===== src/rtl/sonar_mmio_pkg.sv =====
// Shared definitions for the sonar MMIO peripheral: FSM encoding, register
// offsets and STATUS bit layout.
package sonar_mmio_pkg;

  localparam int unsigned STATE_W = 2;

  localparam logic [STATE_W-1:0] ST_IDLE      = 2'd0;
  localparam logic [STATE_W-1:0] ST_TRIG      = 2'd1;
  localparam logic [STATE_W-1:0] ST_WAIT_RISE = 2'd2;
  localparam logic [STATE_W-1:0] ST_MEASURE   = 2'd3;

  localparam logic [11:0] OFS_CTRL   = 12'd0;
  localparam logic [11:0] OFS_RESULT = 12'd1;

  localparam int unsigned STAT_BUSY    = 0;
  localparam int unsigned STAT_VALID   = 1;
  localparam int unsigned STAT_TIMEOUT = 2;

  typedef struct packed {
    logic timeout;
    logic result_valid;
    logic busy;
  } status_t;

  // Place the status flags at their architectural bit positions.
  function automatic logic [31:0] status_word(input status_t s);
    logic [31:0] w;
    w               = '0;
    w[STAT_BUSY]    = s.busy;
    w[STAT_VALID]   = s.result_valid;
    w[STAT_TIMEOUT] = s.timeout;
    return w;
  endfunction

endpackage


===== src/rtl/sonar_mmio_sync_edge.sv =====
// Two-flop synchronizer for an asynchronous input, with registered rise/fall
// pulses aligned to the first cycle the synchronized level changes.
module sync_edge (
  input  logic clock,
  input  logic resetn,
  input  logic din,
  output logic level,
  output logic rise,
  output logic fall
);

  logic meta;

  always_ff @(posedge clock) begin
    if (!resetn) begin
      meta  <= 1'b0;
      level <= 1'b0;
      rise  <= 1'b0;
      fall  <= 1'b0;
    end else begin
      meta  <= din;
      level <= meta;
      rise  <= meta & ~level;
      fall  <= ~meta & level;
    end
  end

endmodule


===== src/rtl/sonar_mmio.sv =====
// Memory-mapped ultrasonic ranger: a CTRL/STATUS word starts a trigger pulse,
// the echo pulse width is measured in clock cycles and exposed as RESULT.
module sonar_mmio
  import sonar_mmio_pkg::*;
#(
  parameter logic [11:0] BASE_ADDR      = 12'hF00,
  parameter int unsigned TRIG_CYCLES    = 1000,
  parameter int unsigned TIMEOUT_CYCLES = 2500000
) (
  input  logic        clock,
  input  logic        resetn,
  input  logic        wren,
  input  logic [31:0] address_dmem,
  input  logic [31:0] data,
  output logic [31:0] q_io,
  output logic        io_hit,
  output logic        trig,
  input  logic        echo
);

  localparam int unsigned MAX_CNT = (TIMEOUT_CYCLES > TRIG_CYCLES) ? TIMEOUT_CYCLES : TRIG_CYCLES;
  localparam int unsigned CNT_W   = $clog2(MAX_CNT + 1);

  localparam logic [11:0]      CTRL_ADDR   = 12'(BASE_ADDR + OFS_CTRL);
  localparam logic [11:0]      RESULT_ADDR = 12'(BASE_ADDR + OFS_RESULT);
  localparam logic [CNT_W-1:0] TRIG_LAST   = CNT_W'(TRIG_CYCLES);
  localparam logic [CNT_W-1:0] WAIT_LAST   = CNT_W'(TIMEOUT_CYCLES - 1);
  localparam logic [CNT_W-1:0] WIDTH_MAX   = CNT_W'(TIMEOUT_CYCLES);

  logic [STATE_W-1:0] state, state_d;
  logic [CNT_W-1:0]   cnt, cnt_d;
  logic               trig_d;
  logic [31:0]        result, result_d;
  logic               result_valid, valid_d;
  logic               timeout, timeout_d;

  logic               echo_level, echo_rise, echo_fall;
  logic [11:0]        addr_c;
  logic               start_c;
  logic               rd_hit_c;
  logic [31:0]        rd_data_c;
  status_t            status_c;
  logic               unused_bits;

  assign unused_bits = ^{address_dmem[31:12], data[31:1]};

  sync_edge u_sync_edge (
    .clock  (clock),
    .resetn (resetn),
    .din    (echo),
    .level  (echo_level),
    .rise   (echo_rise),
    .fall   (echo_fall)
  );

  assign addr_c  = address_dmem[11:0];
  assign start_c = wren && (addr_c == CTRL_ADDR) && data[0];

  // One counter serves as trigger timer, rise timeout and echo width.
  always_comb begin
    state_d   = state;
    cnt_d     = cnt;
    trig_d    = 1'b0;
    result_d  = result;
    valid_d   = result_valid;
    timeout_d = timeout;
    case (state)
      ST_IDLE: begin
        if (start_c) begin
          state_d   = ST_TRIG;
          cnt_d     = CNT_W'(1);
          trig_d    = 1'b1;
          valid_d   = 1'b0;
          timeout_d = 1'b0;
        end
      end
      ST_TRIG: begin
        if (cnt == TRIG_LAST) begin
          state_d = ST_WAIT_RISE;
          cnt_d   = '0;
        end else begin
          cnt_d  = cnt + CNT_W'(1);
          trig_d = 1'b1;
        end
      end
      ST_WAIT_RISE: begin
        if (echo_rise) begin
          state_d = ST_MEASURE;
          cnt_d   = CNT_W'(1);
        end else if (cnt == WAIT_LAST) begin
          state_d   = ST_IDLE;
          timeout_d = 1'b1;
          result_d  = '0;
        end else begin
          cnt_d = cnt + CNT_W'(1);
        end
      end
      ST_MEASURE: begin
        if (echo_fall) begin
          state_d  = ST_IDLE;
          result_d = 32'(cnt);
          valid_d  = 1'b1;
        end else if (cnt == WIDTH_MAX) begin
          // Saturate instead of wrapping on an over-long echo.
          state_d   = ST_IDLE;
          result_d  = 32'(TIMEOUT_CYCLES);
          valid_d   = 1'b1;
          timeout_d = 1'b1;
        end else if (echo_level) begin
          cnt_d = cnt + CNT_W'(1);
        end
      end
      default: state_d = ST_IDLE;
    endcase
  end

  // Read decode; registered below for RAM-like one-cycle latency.
  always_comb begin
    status_c.busy         = (state != ST_IDLE);
    status_c.result_valid = result_valid;
    status_c.timeout      = timeout;
    rd_hit_c              = 1'b0;
    rd_data_c             = '0;
    if (!wren) begin
      if (addr_c == CTRL_ADDR) begin
        rd_hit_c  = 1'b1;
        rd_data_c = status_word(status_c);
      end else if (addr_c == RESULT_ADDR) begin
        rd_hit_c  = 1'b1;
        rd_data_c = result;
      end
    end
  end

  always_ff @(posedge clock) begin
    if (!resetn) begin
      state        <= ST_IDLE;
      cnt          <= '0;
      trig         <= 1'b0;
      result       <= '0;
      result_valid <= 1'b0;
      timeout      <= 1'b0;
      io_hit       <= 1'b0;
      q_io         <= '0;
    end else begin
      state        <= state_d;
      cnt          <= cnt_d;
      trig         <= trig_d;
      result       <= result_d;
      result_valid <= valid_d;
      timeout      <= timeout_d;
      io_hit       <= rd_hit_c;
      q_io         <= rd_data_c;
    end
  end

endmodule


===== config.mk =====
export PLATFORM = sky130hd
export DESIGN_NAME = sonar_mmio
export DESIGN_NICKNAME = d
export VERILOG_FILES = /design/src/rtl/sonar_mmio_pkg.sv /design/src/rtl/sonar_mmio_sync_edge.sv /design/src/rtl/sonar_mmio.sv
export SDC_FILE = /design/constraint.sdc
export NUM_CORES = 1
export LEC_CHECK = 0
export CORE_UTILIZATION = 45
export CTS_CLUSTER_SIZE = 30
export DETAILED_ROUTE_END_ITERATION = 7
export GPL_ROUTABILITY_DRIVEN = 0
export PLACE_DENSITY = 0.89
export SLEW_MARGIN = 40
export SYNTH_ARGS = -nofsm -noshare
export SYNTH_HDL_FRONTEND = slang
export SYNTH_SLANG_ARGS = --single-unit

===== constraint.sdc =====
create_clock -name clock -period 2.75 [get_ports clock]
set_input_delay 0.55 -clock clock [delete_from_list [all_inputs] [get_ports clock]]
set_output_delay 0.55 -clock clock [all_outputs]
set_load 0.02 [all_outputs]

After elaboration in Yosys (flattened, before gate mapping)
Index checks and enable logic that the tools add are counted.
{"block": "totals", "reg_bits": 96, "latchBits": 0, "mem_bits_rw": 0, "rom_bits": 0, "input_bits": 68, "out_inout_bits": 34, "memories": 0}
{"block": "classes", "n_addsub": 1, "n_mul": 0, "div_mod_pow": 0, "n_lt_le_gt_ge": 0, "n_eq_ne": 19, "shifts": 0, "n_mux": 35, "bitwise": 6, "reduce_logical": 14}
{"operator": "$mux 22", "count": 7}
{"operator": "$mux 32", "count": 4}
{"operator": "$pmux 22 s4", "count": 1}
{"operator": "$pmux 32 s2", "count": 1}
{"operator": "$eq 22x22->1 const B", "count": 2}
{"operator": "$eq 12x12->1 const B", "count": 2}
{"operator": "$add 22x1->22 const B", "count": 1}
{"operator": "$eq 22x10->1 const B", "count": 1}
{"operator": "$ne 2x2->1 const B", "count": 7}
{"operator": "$mux 2", "count": 6}
{"operator": "$mux 1", "count": 10}
{"operator": "$ne 3x2->1 const B", "count": 3}
{"operator": "$pmux 2 s4", "count": 1}
{"operator": "$reduce_and 4->1", "count": 2}
{"operator": "$mux 3", "count": 2}
{"operator": "$reduce_and 6->1", "count": 1}
{"operator": "$reduce_bool 2->1", "count": 3}
{"operator": "$reduce_and 5->1", "count": 1}
{"operator": "$eq 2x2->1 const B", "count": 2}
{"operator": "$not 1->1", "count": 4}
{"operator": "$pmux 1 s2", "count": 2}
{"operator": "$reduce_or 4->1", "count": 1}
{"operator": "$pmux 1 s3", "count": 1}
{"operator": "$reduce_and 3->1", "count": 1}
{"operator": "other kinds (7)", "count": 9}

Longest topological paths before layout
{"block": "depth", "ltp_word": 5, "mapped_depth": 10, "ltp_nobuf": 8}

Modules after synthesis
A second synthesis with hierarchy kept.
{"block": "unflattened", "hier_cells": 360, "hier_area_um2": 3405.8}
{"module": "sonar_mmio", "n_inst": 1, "cells_each": 352, "area_each_um2": 3294.4, "seq_area_each_um2": 1441.4}
{"module": "sync_edge", "n_inst": 1, "cells_each": 8, "area_each_um2": 111.4, "seq_area_each_um2": 80.1}

Least setup slack after synthesis
OpenSTA, ideal clock, no wires.
{"block": "synth_path", "path_type": "reg2reg", "from": "register cnt[0]", "to": "register cnt[16]", "setup_ns": 0.074, "arrival_ns": 2.285, "required_time_ns": 2.676, "slack_ns": 0.391, "path_stages_with_launch": 10, "n_path_buf": 1, "period_less_slack_ns": 2.359, "cell_sequence": "dfxtp_1 -> inv_1 -> ha_1 -> nor3b_1 -> nor4b_1 -> a211o_1 -> a211o_1 -> buf_6 -> or4_1 -> a31oi_1"}
{"block": "synth_between", "elab_chain_cells": 5}
{"item": "start, declared", "line_no": "sonar_mmio.sv:31", "rtl": "logic [CNT_W-1:0] cnt, cnt_d;"}
{"item": "start signal, assigned", "line_no": "sonar_mmio.sv:147", "rtl": "cnt <= cnt_d;"}
{"item": "$add 22x1->22", "line_no": "sonar_mmio.sv:82, sonar_mmio.sv:95, sonar_mmio.sv:110"}
{"item": "$mux 22", "line_no": "sonar_mmio.sv:109", "rtl": "end else if (echo_level) begin"}
{"item": "$mux 22", "line_no": "sonar_mmio.sv:103", "rtl": "end else if (cnt == WIDTH_MAX) begin"}
{"item": "$mux 22", "line_no": "sonar_mmio.sv:99", "rtl": "if (echo_fall) begin"}
{"item": "$pmux 22 s4", "line_no": "sonar_mmio.sv:67", "rtl": "case (state)"}
Parallel ways exist; a longest one is shown, timed or not. The select of a mux whose other input is x is not followed.
A chain may end at the register's enable or synchronous reset.

Worst setup path after layout
{"block": "layout_path", "from": "register cnt[14]", "to": "register result[13]"}
{"block": "layout_between", "elab_chain_cells": 3}
{"item": "$eq 22x22->1 (on tied branches)", "line_no": "sonar_mmio.sv:103, sonar_mmio.sv:90"}
{"item": "$ne 3x2->1 (no source line) / $ne 2x2->1 (equally long branches)"}
{"item": "$reduce_and 4->1 (no source line) (*)"}
{"item": "end signal, assigned", "line_no": "sonar_mmio.sv:149", "rtl": "result <= result_d;"}
{"item": "end, declared", "line_no": "sonar_mmio.sv:33", "rtl": "logic [31:0] result, result_d;"}
Every way passes the cells marked *; elsewhere a longest branch is shown, timed or not.

==> impl_metrics.json <==
{
  "r2r_start": "cnt[14]",
  "status": "complete, no violations",
  "clock_path_buffers": 2,
  "skew_ns": 0.008347,
  "hpwl_um": 5575,
  "final_area_um2": 4168,
  "drive_gt1_share_pct": 9.778,
  "cts.sinks": 76,
  "postCtsSetupBuffers": 0,
  "synth_edf_count": 0,
  "die_h_um": 89.35,
  "io_pins": 102,
  "slew_headroom_pct": 55.34,
  "dp_cells": 533,
  "clkSlewWorstSetupHoldPaths_ns": 0.09,
  "max-cap-violations": 0,
  "start_util_pct": 46.83,
  "die_x_um": 89.35,
  "reg2reg_slack_ns": 0.02,
  "crit_end": "result[13]",
  "met3_length_um": 706,
  "routed.top_layer": "met4",
  "worstPathRequired_ns": 2.98,
  "hp-start": "u_sync_edge.meta",
  "first_iter_violations": 496,
  "synth-seq-area-share_pct": 44.31,
  "htree_levels": 3,
  "fp.dieArea_um2": 7983,
  "grt_pass1_vias": 2831,
  "syn_area_um2": 3433,
  "antenna_found_initial": 0,
  "worstPathMaxFanout": 36,
  "cts_tree": "done",
  "track_usage_pct": 21.70,
  "critPathKind": "flip-flop to flip-flop",
  "wl_um": 8171,
  "grt_pass1_wl_um": 13390,
  "met2_length_um": 3960,
  "syn_inst": 403,
  "tightest_slew_ns": 0.6647,
  "p_leak_nw": 1.531,
  "wl_per_cell_um": 14.88,
  "r2r.worst_path.cells": 7,
  "wl_met1_um": 3362,
  "cts_root_buffer": "clkbuf_8",
  "synth.distinct_cells": 48,
  "period_needed_ns": 2.727,
  "fin_setup_tns_ns": 0,
  "io_buffers": 40,
  "p_per_area_nw_per_um2": 552.2,
  "dr.pass1.iters": 5,
  "insertion_delay_ns": 0.35,
  "grt_max_degree": 37,
  "finalNetCount": 519,
  "numCtsBuffers": 9,
  "hold_path_class": "flip-flop to flip-flop",
  "fin_cells": 549,
  "syn_avg_cell_area_um2": 8.519,
  "vias_per_cell": 5.760,
  "rows": 31,
  "fmax_ghz": 0.3667,
  "hold_viol": 0,
  "worstReg2RegEnd": "result[13]",
  "setup_viol": 0,
  "grt-ovfl-total": 0,
  "area_growth_syn_to_layout_pct": 21.39,
  "synth_flop_cell": "dfxtp_1",
  "cts_hold_buf": 0,
  "cp-start-kind": "flip-flop",
  "ant_nets": 0,
  "maxSlewViolCount": 0,
  "vias": 3162,
  "setup.worst_path.end_class": "flip-flop",
  "ys_ff_latch": 76,
  "core_um2": 7331,
  "drc": 0,
  "crit_arrival_ns": 2.96,
  "finalCritPeriodShare_pct": 99.16,
  "n_antenna_cell": 0,
  "peakVddDrop_v": 0.0002094,
  "synthArstFlopShare_pct": 0,
  "cp-startpoint": "cnt[14]",
  "dpl_cell_area_um2": 3949,
  "yosysWarnings": 0
}
[metal layers]
layer | GRT usage [%] | vias to the layer above
li1 | - | 1507
met2 | 35.88 | 167
met5 | 0 | -
met4 | 7.071 | 0
met1 | 26.94 | 1465
met3 | 6.648 | 23
[through the flow]
stage,util [%],setup slack (ns),hold WS (ns),total power [W]
after global routing,56.85,-0.03105,0.4319,0.002384
after detailed placement,53.87,-0.06021,0.3955,0.001430
after global placement,53.87,-0.01883,0.3881,0.001419
after floorplan,-,0.3909,0.3836,0.001339
after CTS,56.68,0.1223,0.4073,0.002294
final,56.85,0.02318,0.4087,0.002302
[worst max-delay path, stage by stage, from the launching register on]
cell and delay (ns):
dfxtp_1 0.40, nor3_1 0.55, nand4_1 0.33, o41ai_2 0.53, and3b_1 0.28, buf_12 0.20, mux2i_1 0.24, nor2_1 0.05
[what timing repair did]
action                     in CTS  in global routing
resized for setup               0                  2
setup endpoints to repair       0                 29
hold endpoints to repair        0                  0
[worst min path at each step]
stage,end,slack [ns],cells after the start
detailed placement,u_sync_edge.fall,0.40,1
global route,u_sync_edge.fall,0.43,1
global placement,u_sync_edge.fall,0.39,1
floorplan,u_sync_edge.fall,0.38,1
finish,u_sync_edge.fall,0.41,1
CTS,u_sync_edge.fall,0.41,1
[layout make-up]
cell class	instances	area (um2)
timing repair buffer	60	563.0
clock inverter	7	82.58
inverter	17	63.81
fill	577	3163
clock buffer	9	123.9
sequential	76	1521
multi-input combinational	281	1689
tap	99	123.9
[flip-flops by register name, summed over array words and instances (netlist names)]
name               cells
u_sync_edge.level      1
timeout                1
cnt                   22
q_io                  22
result                22
trig                   1
state                  2
io_hit                 1
u_sync_edge.fall       1
u_sync_edge.meta       1
result_valid           1
u_sync_edge.rise       1
[logic make-up (layout without fill, tap and decap cells)]
family                   count (synthesis)  in the layout  synth area share [%]
AND/OR/NAND/NOR                        164            164                 26.31
other                                    1             10                0.1092
AO/OA/AOI/OAI                           91             91                 16.33
multiplexers                            10             10                 2.916
flip-flops                              76             76                 44.31
buffers and inverters                   55             93                 7.835
adder cells (fa/ha/maj)                  6              6                 2.187
[Yosys cell counts, drive strengths merged (2+ instances only)]
cell type   n  area share, %
o22ai       3           0.55
nand2      32            3.5
a211o       3           0.77
and4        6            1.7
or4         4           0.87
nor4        3           0.73
nor3        8            1.2
nand3b      5            1.1
nand2b      3           0.55
nand3      30            4.4
and3       25            4.6
a21oi      29            4.2
nor4b       3           0.77
mux2i      10            2.9
nor3b       2           0.44
a211oi      5            1.2
nor2       20            2.2
o21a        4           0.87
and2        6            1.1
buf        20            3.9
dfxtp      76             44
o41ai       3           0.98
o21ai      29            4.2
or3         4           0.73
nor2b       2           0.36
a31oi       4           0.73
o32ai       5            1.3
nand4b      2           0.51
inv        16            1.7
ha          6            2.2
nand4       7            1.3
clkbuf     18            2.0
o31a        3           0.77
[placed cells by master (no fill, tap or decap), types with 3 or more instances in the layout]
master and count:
or3_1 4, clkdlybuf4s50_1 40, conb_1 10, a21oi_1 29
a211oi_1 4, o21ai_0 29, o22ai_1 3, nand3b_1 5
nand3_1 30, inv_1 16, or4_1 4, and4_1 4
and3_1 25, ha_1 6, buf_4 19, nand2b_1 3
inv_6 3, nand4_1 7, nand2_1 32, o21a_1 4
nor2_1 20, nor3_1 8, and2_1 6, mux2i_1 10
o31a_1 3, o32ai_1 5, a31oi_1 4, dfxtp_1 76
clkbuf_8 9, a211o_1 3
[power breakdown]
group          switching, W  internal [W]  total, W
Combinational      0.000173      0.000117  0.000290
Clock              0.000451      0.000435  0.000886
Sequential        0.0000109       0.00111   0.00112
Note: power is estimated with default switching activity, not from simulation.
